===== src/rtl/multi_shift_register.sv =====
// Command-driven N-bit shift/rotate register with an IDLE/RUN/DONE sequencer.
// Shifts and rotates run one bit per cycle for cmd_count cycles; LOAD/CLEAR/NOP complete immediately.
module multi_shift_register #(
  parameter int N     = 8,
  parameter int CNT_W = 4
) (
  input  logic             clk,
  input  logic             rst_n,
  input  logic             cmd_valid,
  output logic             cmd_ready,
  input  logic [2:0]       cmd_op,
  input  logic [CNT_W-1:0] cmd_count,
  input  logic [N-1:0]     parallel_in,
  input  logic             ser_in,
  input  logic             abort,
  output logic [N-1:0]     parallel_out,
  output logic             ser_out,
  output logic             busy,
  output logic             done
);

  typedef enum logic [1:0] {
    IDLE = 2'd0,
    RUN  = 2'd1,
    DONE = 2'd2
  } state_t;

  localparam logic [2:0] OP_LOAD  = 3'b000;
  localparam logic [2:0] OP_SHL   = 3'b001;
  localparam logic [2:0] OP_SHR   = 3'b010;
  localparam logic [2:0] OP_ASR   = 3'b011;
  localparam logic [2:0] OP_ROL   = 3'b100;
  localparam logic [2:0] OP_ROR   = 3'b101;
  localparam logic [2:0] OP_CLEAR = 3'b110;
  localparam logic [2:0] OP_NOP   = 3'b111;

  state_t           state, state_nxt;
  logic [N-1:0]     data, data_nxt;
  logic [CNT_W-1:0] remaining, remaining_nxt;
  logic [2:0]       op, op_nxt;

  function automatic logic [N-1:0] shift_one(input logic [2:0] f_op,
                                             input logic [N-1:0] d,
                                             input logic s);
    case (f_op)
      OP_SHL:  shift_one = {d[N-2:0], s};
      OP_SHR:  shift_one = {s, d[N-1:1]};
      OP_ASR:  shift_one = {d[N-1], d[N-1:1]};
      OP_ROL:  shift_one = {d[N-2:0], d[N-1]};
      OP_ROR:  shift_one = {d[0], d[N-1:1]};
      default: shift_one = d;
    endcase
  endfunction

  always_ff @(posedge clk or negedge rst_n) begin
    if (!rst_n) begin
      state     <= IDLE;
      data      <= '0;
      remaining <= '0;
      op        <= OP_NOP;
    end else begin
      state     <= state_nxt;
      data      <= data_nxt;
      remaining <= remaining_nxt;
      op        <= op_nxt;
    end
  end

  // Handshake: a command transfers on the rising edge where cmd_valid && cmd_ready;
  // cmd_ready is high only in IDLE, so anything presented in RUN/DONE is ignored, never queued.
  always_comb begin
    state_nxt     = state;
    data_nxt      = data;
    remaining_nxt = remaining;
    op_nxt        = op;
    case (state)
      IDLE: begin
        if (cmd_valid) begin
          case (cmd_op)
            OP_LOAD: begin
              data_nxt  = parallel_in;
              state_nxt = DONE;
            end
            OP_CLEAR: begin
              data_nxt  = '0;
              state_nxt = DONE;
            end
            OP_NOP: state_nxt = DONE;
            default: begin
              if (cmd_count == '0) begin
                state_nxt = DONE;
              end else begin
                op_nxt        = cmd_op;
                remaining_nxt = cmd_count;
                state_nxt     = RUN;
              end
            end
          endcase
        end
      end
      RUN: begin
        // Abort wins even over the last shift: data is frozen and no done pulse follows.
        if (abort) begin
          remaining_nxt = '0;
          state_nxt     = IDLE;
        end else begin
          data_nxt      = shift_one(op, data, ser_in);
          remaining_nxt = remaining - 1'b1;
          if (remaining == CNT_W'(1)) state_nxt = DONE;
        end
      end
      DONE:    state_nxt = IDLE;
      default: state_nxt = IDLE;
    endcase
  end

  always_comb begin
    ser_out = 1'b0;
    if (state == RUN) begin
      case (op)
        OP_SHL, OP_ROL:         ser_out = data[N-1];
        OP_SHR, OP_ASR, OP_ROR: ser_out = data[0];
        default:                ser_out = 1'b0;
      endcase
    end
  end

  assign cmd_ready    = (state == IDLE);
  assign busy         = (state != IDLE);
  assign done         = (state == DONE);
  assign parallel_out = data;

endmodule

===== config.mk =====
export PLATFORM = sky130hd
export DESIGN_NAME = multi_shift_register
export DESIGN_NICKNAME = d
export VERILOG_FILES = /design/src/rtl/multi_shift_register.sv
export SDC_FILE = /design/constraint.sdc
export NUM_CORES = 1
export LEC_CHECK = 0
export ABC_AREA = 1
export CORE_MARGIN = 4
export CORE_UTILIZATION = 50
export CTS_CLUSTER_SIZE = 20
export DETAILED_ROUTE_END_ITERATION = 10
export PLACE_DENSITY_LB_ADDON = 0.2
export REMOVE_ABC_BUFFERS = 1
export SYNTH_ARGS = -nofsm -noshare
export SYNTH_HDL_FRONTEND = slang
export SYNTH_SLANG_ARGS = --single-unit

===== constraint.sdc =====
create_clock -name clk -period 3.9 [get_ports clk]
set_clock_uncertainty 0.05 [all_clocks]
set_input_delay 1.17 -clock clk [delete_from_list [all_inputs] [get_ports clk]]
set_output_delay 1.17 -clock clk [all_outputs]
set_load 0.02 [all_outputs]

Yosys cells after proc, flatten, opt, wreduce, memory -nomap -nowiden:

Index checks and enable logic that the tools add are counted.

* register bits after elaboration: 17
* bits of input ports: 20
* output and inout port bits: 12
* word-level logic and storage cells: 58

* add/subtract/negate cells: 1
* eq/ne operators: 19
* muxes and demuxes: 18
* bitwise logic cells: 2
* reductions and logical operators: 13

Operators by type and width (count)
* one-hot mux 8 bit (5 select lines): 1
* one-hot mux 8 bit (2 select lines): 2
* two-way mux 4 bit: 4
* two-way mux 8 bit: 2
* equality test 3 bit, second input constant: 4
* two-way mux 2 bit: 5
* != test 2 bit, second input constant: 5
* one-hot mux 4 bit (2 select lines): 1
* AND reduction 4 bit: 2
* equality test 3 x 2 -> 1 bit, second input constant: 2
* != test 6 x 1 -> 1 bit, second input constant: 1
* AND reduction 6 bit: 1
* OR reduction 3 bit: 2
* != test 5 x 1 -> 1 bit, second input constant: 1
* AND reduction 5 bit: 1
* equality test 4 x 1 -> 1 bit, second input constant: 1
* logical NOT 4 bit: 1
* one-hot mux 2 bit (2 select lines): 1
* nonzero test 2 bit: 2
* subtractor 4 x 1 -> 4 bit, second input constant: 1
* equality test 3 x 1 -> 1 bit, second input constant: 1
* logical NOT 3 bit: 1
* != test 3 x 1 -> 1 bit, second input constant: 1
* != test 3 bit, second input constant: 1
* other kinds (8): 9

Logic depth before layout (Yosys ltp):

* word-level depth: 5
* mapped depth: 10
* depth with buffers taken out: 9

Least setup slack after synthesis:

No wires, ideal clock.

* kind: register to output
* start point: register op[2]
* end point: output ser_out
* arrival time: 1347 ps
* data required time: 2680 ps
* path slack: 1333 ps
* stages on the path, launching flop included: 6
* path buffers: 1
* path through: dfstp_2 -> buf_4 -> nand3_2 -> nand2_2 -> nand2_1 -> a21oi_1

* longest elaborated chain between the ends: 4
* elaborated cells on any way between the ends: 9
* classes of those cells: eq/ne (5); mux (2); reduce/logical (2)

RTL lines
* start, declared: RTL line 40 `logic [2:0] op, op_nxt;`
* start signal, assigned: RTL line 65 `op <= op_nxt;`
* equality test 3 bit, or another cell as far along: RTL line 120 `case (op)`
* OR reduction 3 bit or OR reduction 2 bit (tied branches): RTL line 120
* one-hot mux 1 bit (2 select lines) *: RTL line 120
* two-way mux 1 bit *: RTL line 119 `if (state == RUN) begin`
* end, declared: RTL line 17 `output logic ser_out,`

Every way passes the cells marked *; elsewhere a longest branch is shown, timed or not.

Worst setup path in the final report:

Ends and elaborated chain as after synthesis.

==> metrics.md <==
| Metric | Value |
|---|---|
| Critical Path, Cell by Cell | `nand3_2, nand2_2, nand2_1, a21oi_1, clkdlybuf4s50_1` |
| # Max-Cap Violations | `0` |
| Most frequent cell after synthesis | `nand2_1` |
| CP top delay family | `buffers and inverters` |
| Psw | `670 uW` |
| Initial antenna violation count | `0` |
| Post-Place Setup Slack | `898 ps` |
| Worst-skew pair later-pin latency | `290 ps` |
| Register area | `429 sq um` |
| Drt total wl | `3030 microns` |
| Residual DRC | `0` |
| Largest net degree at the start of global routing | `18` |
| RePlAce Congestion | `0.830` |
| Combinational Power Share | `0.637` |
| Fin Hold WS | `486 ps` |
| Clock sinks | `17` |
| Critical path's largest stage delay | `630 ps` |
| Row count | `18` |
| Internal Pwr Total | `645 uW` |
| WP buf/inv | `1` |
| Share of layout cells above drive strength 1 | `0.142` |
| Seq pwr share | `0.290` |
| Status | `complete, no violations` |
| Htree depth | `1` |
| Post-CTS Hold Buffers | `0` |
| Initial core utilization | `0.521` |
| Setup total negative slack | `0 ps` |
| # IOs | `32` |
| RSZ-0062 raised after global routing | `false` |
| Starting DRT DRC Count | `74` |
| Reg2reg end | `parallel_out[6]` |
| PwrDens | `810 mW/mm^2` |
| Post-DP HPWL | `2310 microns` |
| Synth-to-Final Area Change | `26.9%` |
| Synth cell types | `25` |
| Startpoint type of the worst setup path | `flop` |
| Clock buffer depth | `2` |
| Worst reg-to-reg setup slack | `2150 ps` |
| Slew @ Worst Pin | `811 ps` |
| Arrival time of the worst setup path | `2110 ps` |
| Post CTS Setup Buffer Count | `0` |
| Post-synth EDFFs | `0` |
| Slowest cell on the critical path | `clkdlybuf4s50_1` |
| Maximum VDD drop | `0.000626 V` |
| Synth Instances | `187` |
| Fmax | `0.300 GHz` |
| Root buf cell | `clkbuf_4` |
| Largest cells by area after synthesis | `dfrtp_1 27%, nand2_1 20%, nand3_1 11%` |
| GR Overflow Total | `0` |
| IO Port Bufs | `31` |
| Worst Hold Class | `reg2reg` |
| CP endpoint | `ser_out` |
| Fraction of registers with async set/reset | `1.00` |
| Core area | `0.00245 sq mm` |
| Resized Gates After CTS | `0` |
| Clock network power share | `0.073` |
| Yosys top cell area share | `0.274` |
| Avg WL per Cell | `12.2 microns` |
| Dominant synthesized flop cell | `dfrtp_1` |
| Critical register-to-register path startpoint | `state[1]` |
| Vias in the first global route | `1261` |
| Crit path max fanout | `8` |
| Synth Area per Inst | `6.84 sq um` |
| Detail Route Antenna Nets | `0` |
| Die ar. | `0.00343 sq mm` |
| Fin. Hold Viols | `0` |
| Clock Pin Slew Worst Setup and Hold Paths | `100 ps` |
| Crit path depth | `5` |
| Hold path depth | `2` |
| Cell Area, Synth | `0.00128 sq mm` |
| Inserted Clock Buffers | `3` |
| First-pass GRT wire length | `5260 microns` |
| Crit. End Element | `output port` |
| Min setup slack post-route | `570 ps` |
| Yosys reg bits | `17` |
| Vias post-DR | `1316` |
| Synth area leader | `dfrtp_1` |
| Vias/cell | `5.31` |
| Worst rel slew slack | `0.457` |
| Switching share of power | `0.510` |
| Critical path class | `reg2out` |
| GR Util All Layers | `0.195` |
| TritonCTS clock tree | `done` |
| Final min period | `3330 ps` |
| Synth Warn # | `0` |
| Crit share post-route | `0.854` |
| Sequential area share after synthesis | `0.335` |
| Final core occ | `0.662` |
| Worst Reg-to-Reg Cells | `8` |
| Pre-Repair DR Iteration Count | `4` |
| Filler cell count in the final layout | `226` |
| Final slew viol count | `0` |
| Crit path required time | `2680 ps` |
| Die height | `58.6 microns` |
| Area of the multi-input gates | `729 sq um` |
| Final antenna diode count | `0` |
| Nets@finish | `241` |
| P_leak | `0.000801 uW` |
| Setup crit start | `op[2]` |
| Synth cell count leaders | `68 x nand2_1, 27 x nand3_1, 15 x inv_1` |
| Die Width | `58.6 microns` |
| # setup viols final | `0` |
==> cells by family (layout without fill, tap and decap cells) <==
logic type | count (synthesis) | in the layout | synth area share
AOI/OAI and AO/OA | 17 | 17 | 0.0743
xor gates and xnor gates | 2 | 2 | 0.0137
adders and majority gates | 2 | 2 | 0.0195
buffers and inverters | 27 | 58 | 0.0948
DFF | 17 | 17 | 0.335
and+or+nand+nor | 122 | 122 | 0.462
==> cell type report <==
type                            instances  area share
Timing Repair Buffer                   31       0.191
Tap cell                               30      0.0231
Clock buffer                            4      0.0162
Inverter                               23      0.0562
Sequential cell                        17       0.264
Multi-Input combinational cell        143       0.449
==> how the worst min path moves through the flow <==
stage,from,end,slack [ps]
6_report,op[0],op[0],490
5_1_grt,op[0],op[0],510
4_1_cts,op[0],op[0],490
3_5_place_dp,parallel_out[1],parallel_out[1],470
3_3_place_gp,op[0],op[0],460
2_1_floorplan,op[0],op[0],440
==> metrics by stage <==
step / power (uW) / area [sq um] / cells
floorplan: 954 / 1250 / 183
global placement: 1200 / 1600 / 244
detailed placement: 1220 / 1600 / 244
CTS: 1320 / 1620 / 248
global route: 1440 / 1620 / 248
finish: 1310 / 1620 / 248
==> tightest hold or removal path, delay by kind of cell (launching register included) <==
kind	cells	cell delay [ps]
and+or+nand+nor	1	70
DFF	1	410
AOI/OAI and AO/OA	1	60
==> layout by cell type (no fill, tap or decap), drive strengths merged, types with 2 or more instances in the layout <==
master	n
dfstp	3
clkdlybuf4s50	31
nand4	6
inv	23
nand2	74
ha	2
nand3	31
o21ai	14
dfrtp	14
xnor2	2
clkbuf	4
nor2	10
==> layer usage <==
metal	share of wire	track usage	vias up	routed length, microns
li1	-	-	671	-
met1	0.41	0.240	603	1240
met2	0.52	0.333	40	1560
met3	0.068	0.0351	2	206
met4	0.0059	0.0809	0	18
met5	0	0	-	0
==> power by group through the flow <==
stage          clock (uW)  combinational [uW]  sequential [uW]
2_1_floorplan           0                 544              410
3_3_place_gp            0                 822              380
3_5_place_dp            0                 834              386
4_1_cts              99.9                 839              382
5_1_grt               106                 936              399
6_report             96.3                 837              381
==> sequential cells by signal (all words and copies together) (netlist names) <==
| signal | count |
|---|---|
| state | 2 |
| parallel_out | 8 |
| op | 3 |
| remaining | 4 |
No activity file was read; power rests on OpenSTA's default activity.
